--- src/rtl/divider.sv ---
// Multi-cycle unsigned restoring divider: one shift-and-subtract step per clock,
// MSB first, with a dedicated single-cycle path for a zero divisor.
module divider #(
  parameter int n = 16
) (
  input  logic         clk,
  input  logic         rst,
  input  logic         start,
  input  logic [n-1:0] dividend,
  input  logic [n-1:0] divisor,
  output logic         busy,
  output logic         done,
  output logic [n-1:0] quotient,
  output logic [n-1:0] remainder,
  output logic         div_by_zero
);

  localparam int CW = $clog2(n + 1);

  localparam logic [1:0] S_IDLE = 2'd0;
  localparam logic [1:0] S_BUSY = 2'd1;
  localparam logic [1:0] S_ZERO = 2'd2;

  logic [1:0]    state_q, state_d;
  logic [CW-1:0] cnt_q, cnt_d;
  logic [n-1:0]  dvd_q, dvd_d;
  logic [n-1:0]  dsr_q, dsr_d;
  logic [n-1:0]  rem_q, rem_d;
  logic [n-1:0]  quo_q, quo_d;
  logic [n-1:0]  quotient_q, quotient_d;
  logic [n-1:0]  remainder_q, remainder_d;
  logic          dbz_q, dbz_d;
  logic          done_q, done_d;

  logic [n:0]    r_shift;
  logic [n:0]    diff;
  logic [n-1:0]  rem_step;
  logic [n-1:0]  quo_step;

  // One restoring step; a set borrow bit means the trial subtraction failed.
  always_comb begin
    r_shift  = {rem_q, dvd_q[n-1]};
    diff     = r_shift - {1'b0, dsr_q};
    rem_step = diff[n] ? r_shift[n-1:0] : diff[n-1:0];
    quo_step = {quo_q[n-2:0], ~diff[n]};
  end

  always_comb begin
    state_d     = state_q;
    cnt_d       = cnt_q;
    dvd_d       = dvd_q;
    dsr_d       = dsr_q;
    rem_d       = rem_q;
    quo_d       = quo_q;
    quotient_d  = quotient_q;
    remainder_d = remainder_q;
    dbz_d       = dbz_q;
    done_d      = 1'b0;
    case (state_q)
      S_IDLE: begin
        if (start) begin
          dvd_d   = dividend;
          dsr_d   = divisor;
          rem_d   = '0;
          quo_d   = '0;
          dbz_d   = 1'b0;
          cnt_d   = CW'(n);
          state_d = (divisor == '0) ? S_ZERO : S_BUSY;
        end
      end
      S_BUSY: begin
        rem_d = rem_step;
        quo_d = quo_step;
        dvd_d = {dvd_q[n-2:0], 1'b0};
        cnt_d = cnt_q - CW'(1);
        // Visible results change only here, so no partial quotient ever leaks out.
        if (cnt_q == CW'(1)) begin
          state_d     = S_IDLE;
          done_d      = 1'b1;
          quotient_d  = quo_step;
          remainder_d = rem_step;
        end
      end
      S_ZERO: begin
        state_d     = S_IDLE;
        cnt_d       = '0;
        done_d      = 1'b1;
        quotient_d  = '1;
        remainder_d = dvd_q;
        dbz_d       = 1'b1;
      end
      default: state_d = S_IDLE;
    endcase
  end

  always_ff @(posedge clk or posedge rst) begin
    if (rst) begin
      state_q     <= S_IDLE;
      cnt_q       <= '0;
      dvd_q       <= '0;
      dsr_q       <= '0;
      rem_q       <= '0;
      quo_q       <= '0;
      quotient_q  <= '0;
      remainder_q <= '0;
      dbz_q       <= 1'b0;
      done_q      <= 1'b0;
    end else begin
      state_q     <= state_d;
      cnt_q       <= cnt_d;
      dvd_q       <= dvd_d;
      dsr_q       <= dsr_d;
      rem_q       <= rem_d;
      quo_q       <= quo_d;
      quotient_q  <= quotient_d;
      remainder_q <= remainder_d;
      dbz_q       <= dbz_d;
      done_q      <= done_d;
    end
  end

  assign busy        = (state_q != S_IDLE);
  assign done        = done_q;
  assign quotient    = quotient_q;
  assign remainder   = remainder_q;
  assign div_by_zero = dbz_q;

endmodule
--- config.mk ---
export PLATFORM = sky130hd
export DESIGN_NAME = divider
export DESIGN_NICKNAME = d
export VERILOG_FILES = /design/src/rtl/divider.sv
export SDC_FILE = /design/constraint.sdc
export NUM_CORES = 1
export LEC_CHECK = 0
export CAP_MARGIN = 20
export CORE_AREA = 2 2 112 114
export CTS_CLUSTER_SIZE = 14
export DETAILED_ROUTE_END_ITERATION = 10
export DIE_AREA = 0 0 114 116
export GPL_TIMING_DRIVEN = 1
export PLACE_DENSITY = 0.67
export SYNTH_ARGS = -nofsm -noshare
export SYNTH_HDL_FRONTEND = slang
export SYNTH_SLANG_ARGS = --single-unit
--- constraint.sdc ---
create_clock -name clk -period 7.9 [get_ports clk]
set_clock_uncertainty 0.15 [all_clocks]
set_input_delay 1.58 -clock clk [delete_from_list [all_inputs] [get_ports clk]]
set_output_delay 1.58 -clock clk [all_outputs]
set_load 0.01 [all_outputs]
==> impl_metrics.csv <==
group,metric,value,unit
outcome,run_status,"completed",
logic_synthesis,avgSynthCellArea,9.572,µm²
route,drc,0,
logic_synthesis,netlist_area,0.005341,mm²
setup_path,path_buf_inv,3,
power,max-vdd-ir-drop,0.1939,mV
route,vias,4175,
floorplanning,pin_count,70,
timing,fin_crit,3.459,ns
setup_path,slowest_delay,0.55,ns
route,drt_iter0_drc,334,
power,p_leak,2.814,nW
final_layout,layout_common_cells,"dfrtp_1, nand2_1, clkdlybuf4s50_1, o21ai_0, o21ai_1",
placed_design,io_buffers,69,
placed_design,dp_hpwl,9.002,mm
grt,grt_overflow,0,
final_layout,fillers,1115,
final_layout,final_common_cell,"dfrtp_1",
setup_path,path_max_fanout,5,
logic_synthesis,netlist_instances,558,
logic_synthesis,synth_edf_count,0,
setup_path,slowest_stage,"clkdlybuf4s50_1",
floorplanning,die_h,116,µm
grt,grt_pass1_vias,4150,
clock_network,numCtsBuffers,9,
final_layout,post-route-util,54.18,%
clock_network,cts.path.max_buffers,2,
clock_network,cts_tree,"built",
timing,timing.fmax,289.1,MHz
clock_network,cts.root.buffer_cell,"clkbuf_16",
timing,tns,0,ns
floorplanning,coreArea,0.01191,mm²
floorplanning,die_w,114,µm
setup_path,crit_family,"buffers and inverters",
setup_path,crit_required,6.17,ns
clock_network,htreeDepth,3,
timing,slew_headroom,36.68,%
clock_network,cts_resized,0,
power,swShare,40.36,%
timing,hold_violations,0,
final_layout,final_layout_size_suffix_gt1_share,5.816,%
logic_synthesis,ys.flop_type,"dfrtp_1",
floorplanning,die_area,0.01322,mm²
grt,grt_pass1_wl,20.78,mm
clock_network,path_clk_slew,0.07,ns
placed_design,gp_congestion,0.8174,
logic_synthesis,synth-seq-area-share,48.72,%
power,switching_power,0.0009022,W
timing,worst_slew_pin_slew,0.9498,ns
power,power_frac_seq,34.9,%
logic_synthesis,ys_async_sr_fraction,100.0,%
logic_synthesis,synth_warnings,0,
power,p_clk_share,19.7,%
clock_network,cts_hold_buf,0,
route,ant_nets,0,
clock_network,postCtsSetupBuffers,0,
timing,grt_setup_unrepaired,"no",
setup_path,crit_arrival,1.73,ns
flow_run,drv_cap,0,
route,via_per_inst,5.450,
logic_synthesis,ys_ff_latch,104,
timing,setup_violations,0,
power,p_comb_share,45.4,%
setup_path,crit_type,"flip-flop to primary output",
logic_synthesis,syn-num-nets,615,
final_layout,layout.nets,671,
hold_path,hold_path_class,"flip-flop to flip-flop",
grt,antenna_found_initial,0,
setup_path,startpoint_type,"flip-flop",
grt,grt.total_usage,20.21,%
timing,final-max-slew-violation-count,0,
power,power_density,346.4,mW/mm²
route,dr.pass1.iters,4,
logic_synthesis,synthDistinctLibCells,60,
clock_network,clock-sinks,104,
setup_path,crit_path_cell_trace,"inv_1 > ha_1 > inv_2 > clkdlybuf4s50_1",
final_layout,num_antenna_cells,0,
floorplanning,start_util,44.84,%
power,p_int,0.001333,W
floorplanning,fp-row-count,40,
route,wl_per_cell,16.51,µm
clock_network,clock_latency,0.36,ns
route,drt-total-wl,12.64,mm
setup_path,end_kind,"primary output",
grt,grt_max_degree,62,
final_layout,areaGrowthSynthToFinish,20.82,%
timing,post-route-period-util,43.79,%
[per-stage QoR]
stage / setup WS (ns) / power, W / instances / area, µm² / hold slack, ns
after floorplan: 3.438 / 0.001508 / 558 / 5341 / 0.3195
after global routing: 4.366 / 0.002406 / 766 / 6454 / 0.3621
after CTS: 4.376 / 0.002236 / 765 / 6426 / 0.3358
after detailed placement: 3.982 / 0.001789 / 749 / 6136 / 0.3197
final: 4.441 / 0.002235 / 766 / 6454 / 0.3295
after global placement: 4.027 / 0.001761 / 749 / 6136 / 0.3133
[state kept, by name (all words and copies together), names as in the netlist]
signal,count
rem_q,16
dsr_q,16
done,1
cnt_q,5
dvd_q,16
state_q,2
quo_q,15
quotient,16
div_by_zero,1
remainder,16
[worst register-to-register path, cell delays in order (launching register included)]
cell      delay, ns
dfrtp_1        0.41
inv_1          0.10
ha_1           0.19
inv_1          0.06
fa_1           0.42
a211oi_1       0.27
o21a_2         0.24
a21oi_2        0.12
o311ai_4       0.39
and2_4         0.41
mux2i_1        0.40
o21ai_1        0.11
[power groups by stage]
stage / combinational [W] / sequential [W] / clock, W
detailed placement: 0.00100 / 0.000786 / 0
floorplan: 0.000745 / 0.000763 / 0
finish: 0.00102 / 0.000780 / 0.000440
CTS: 0.00101 / 0.000778 / 0.000450
global route: 0.00114 / 0.000796 / 0.000471
global placement: 0.000977 / 0.000784 / 0
[cell type report]
cell class,count,area (µm²),area share (%)
Clock buffer,10,239.0,3.703
Clock inverter,6,51.30,0.7949
Inverter,28,107.6,1.667
Multi-Input combinational cell,397,2521,39.07
Sequential cell,104,2603,40.33
Tap cell,147,183.9,2.850
Timing Repair Buffer,74,748.2,11.59
[cells by family after synthesis]
kind of cell | after synthesis | share of synthesized area [%]
buffers and inverters | 57 | 4.521
flip-flops | 104 | 48.72
multiplexers | 29 | 5.458
AO/OA/AOI/OAI | 178 | 21.01
adder cells (fa/ha/maj) | 22 | 5.294
XOR/XNOR | 13 | 2.132
AND/OR/NAND/NOR | 155 | 12.86
[per-layer routing]
layer	share of wire, %	vias to the layer above	track usage [%]
li1	-	2079	-
met1	47	2006	26.99
met2	47	78	32.90
met3	4.4	12	5.910
met4	1.2	0	4.553
met5	0	-	0
[cell usage after synthesis, types with 3 or more instances]
cell	number	area (µm²)
xnor2_1	11	96.34
and2_1	3	18.77
a22o_1	14	122.6
and3_1	5	31.28
nor2_1	28	105.1
nand2_1	86	322.8
a22oi_1	11	82.58
o22ai_1	4	25.02
inv_1	27	101.4
a21o_1	7	52.55
dfrtp_1	104	2603
or3_1	3	18.77
o21ai_0	54	270.3
o21ai_1	32	160.2
o21a_1	3	22.52
clkbuf_1	23	86.33
a21oi_2	3	26.28
nor4_1	5	31.28
a31oi_1	5	31.28
ha_1	21	262.8
a21oi_1	24	120.1
mux2i_1	28	280.3
nand2b_1	6	37.54
nand3_1	4	20.02
nor3_1	6	30.03
[final timing paths]
check	start	to	slack [ns]	cells after the start
setup / recovery	state_q[0]	busy	4.44	4
max in group asynchronous	rst	dsr_q[3]	4.94	3
hold reg to reg	quotient[10]	quotient[10]	0.33	2
hold / removal	quotient[10]	quotient[10]	0.33	2
setup reg to reg	dvd_q[15]	remainder[6]	4.51	11
min in group asynchronous	rst	quotient[4]	1.49	2
Note: power is estimated with default switching activity, not from simulation.
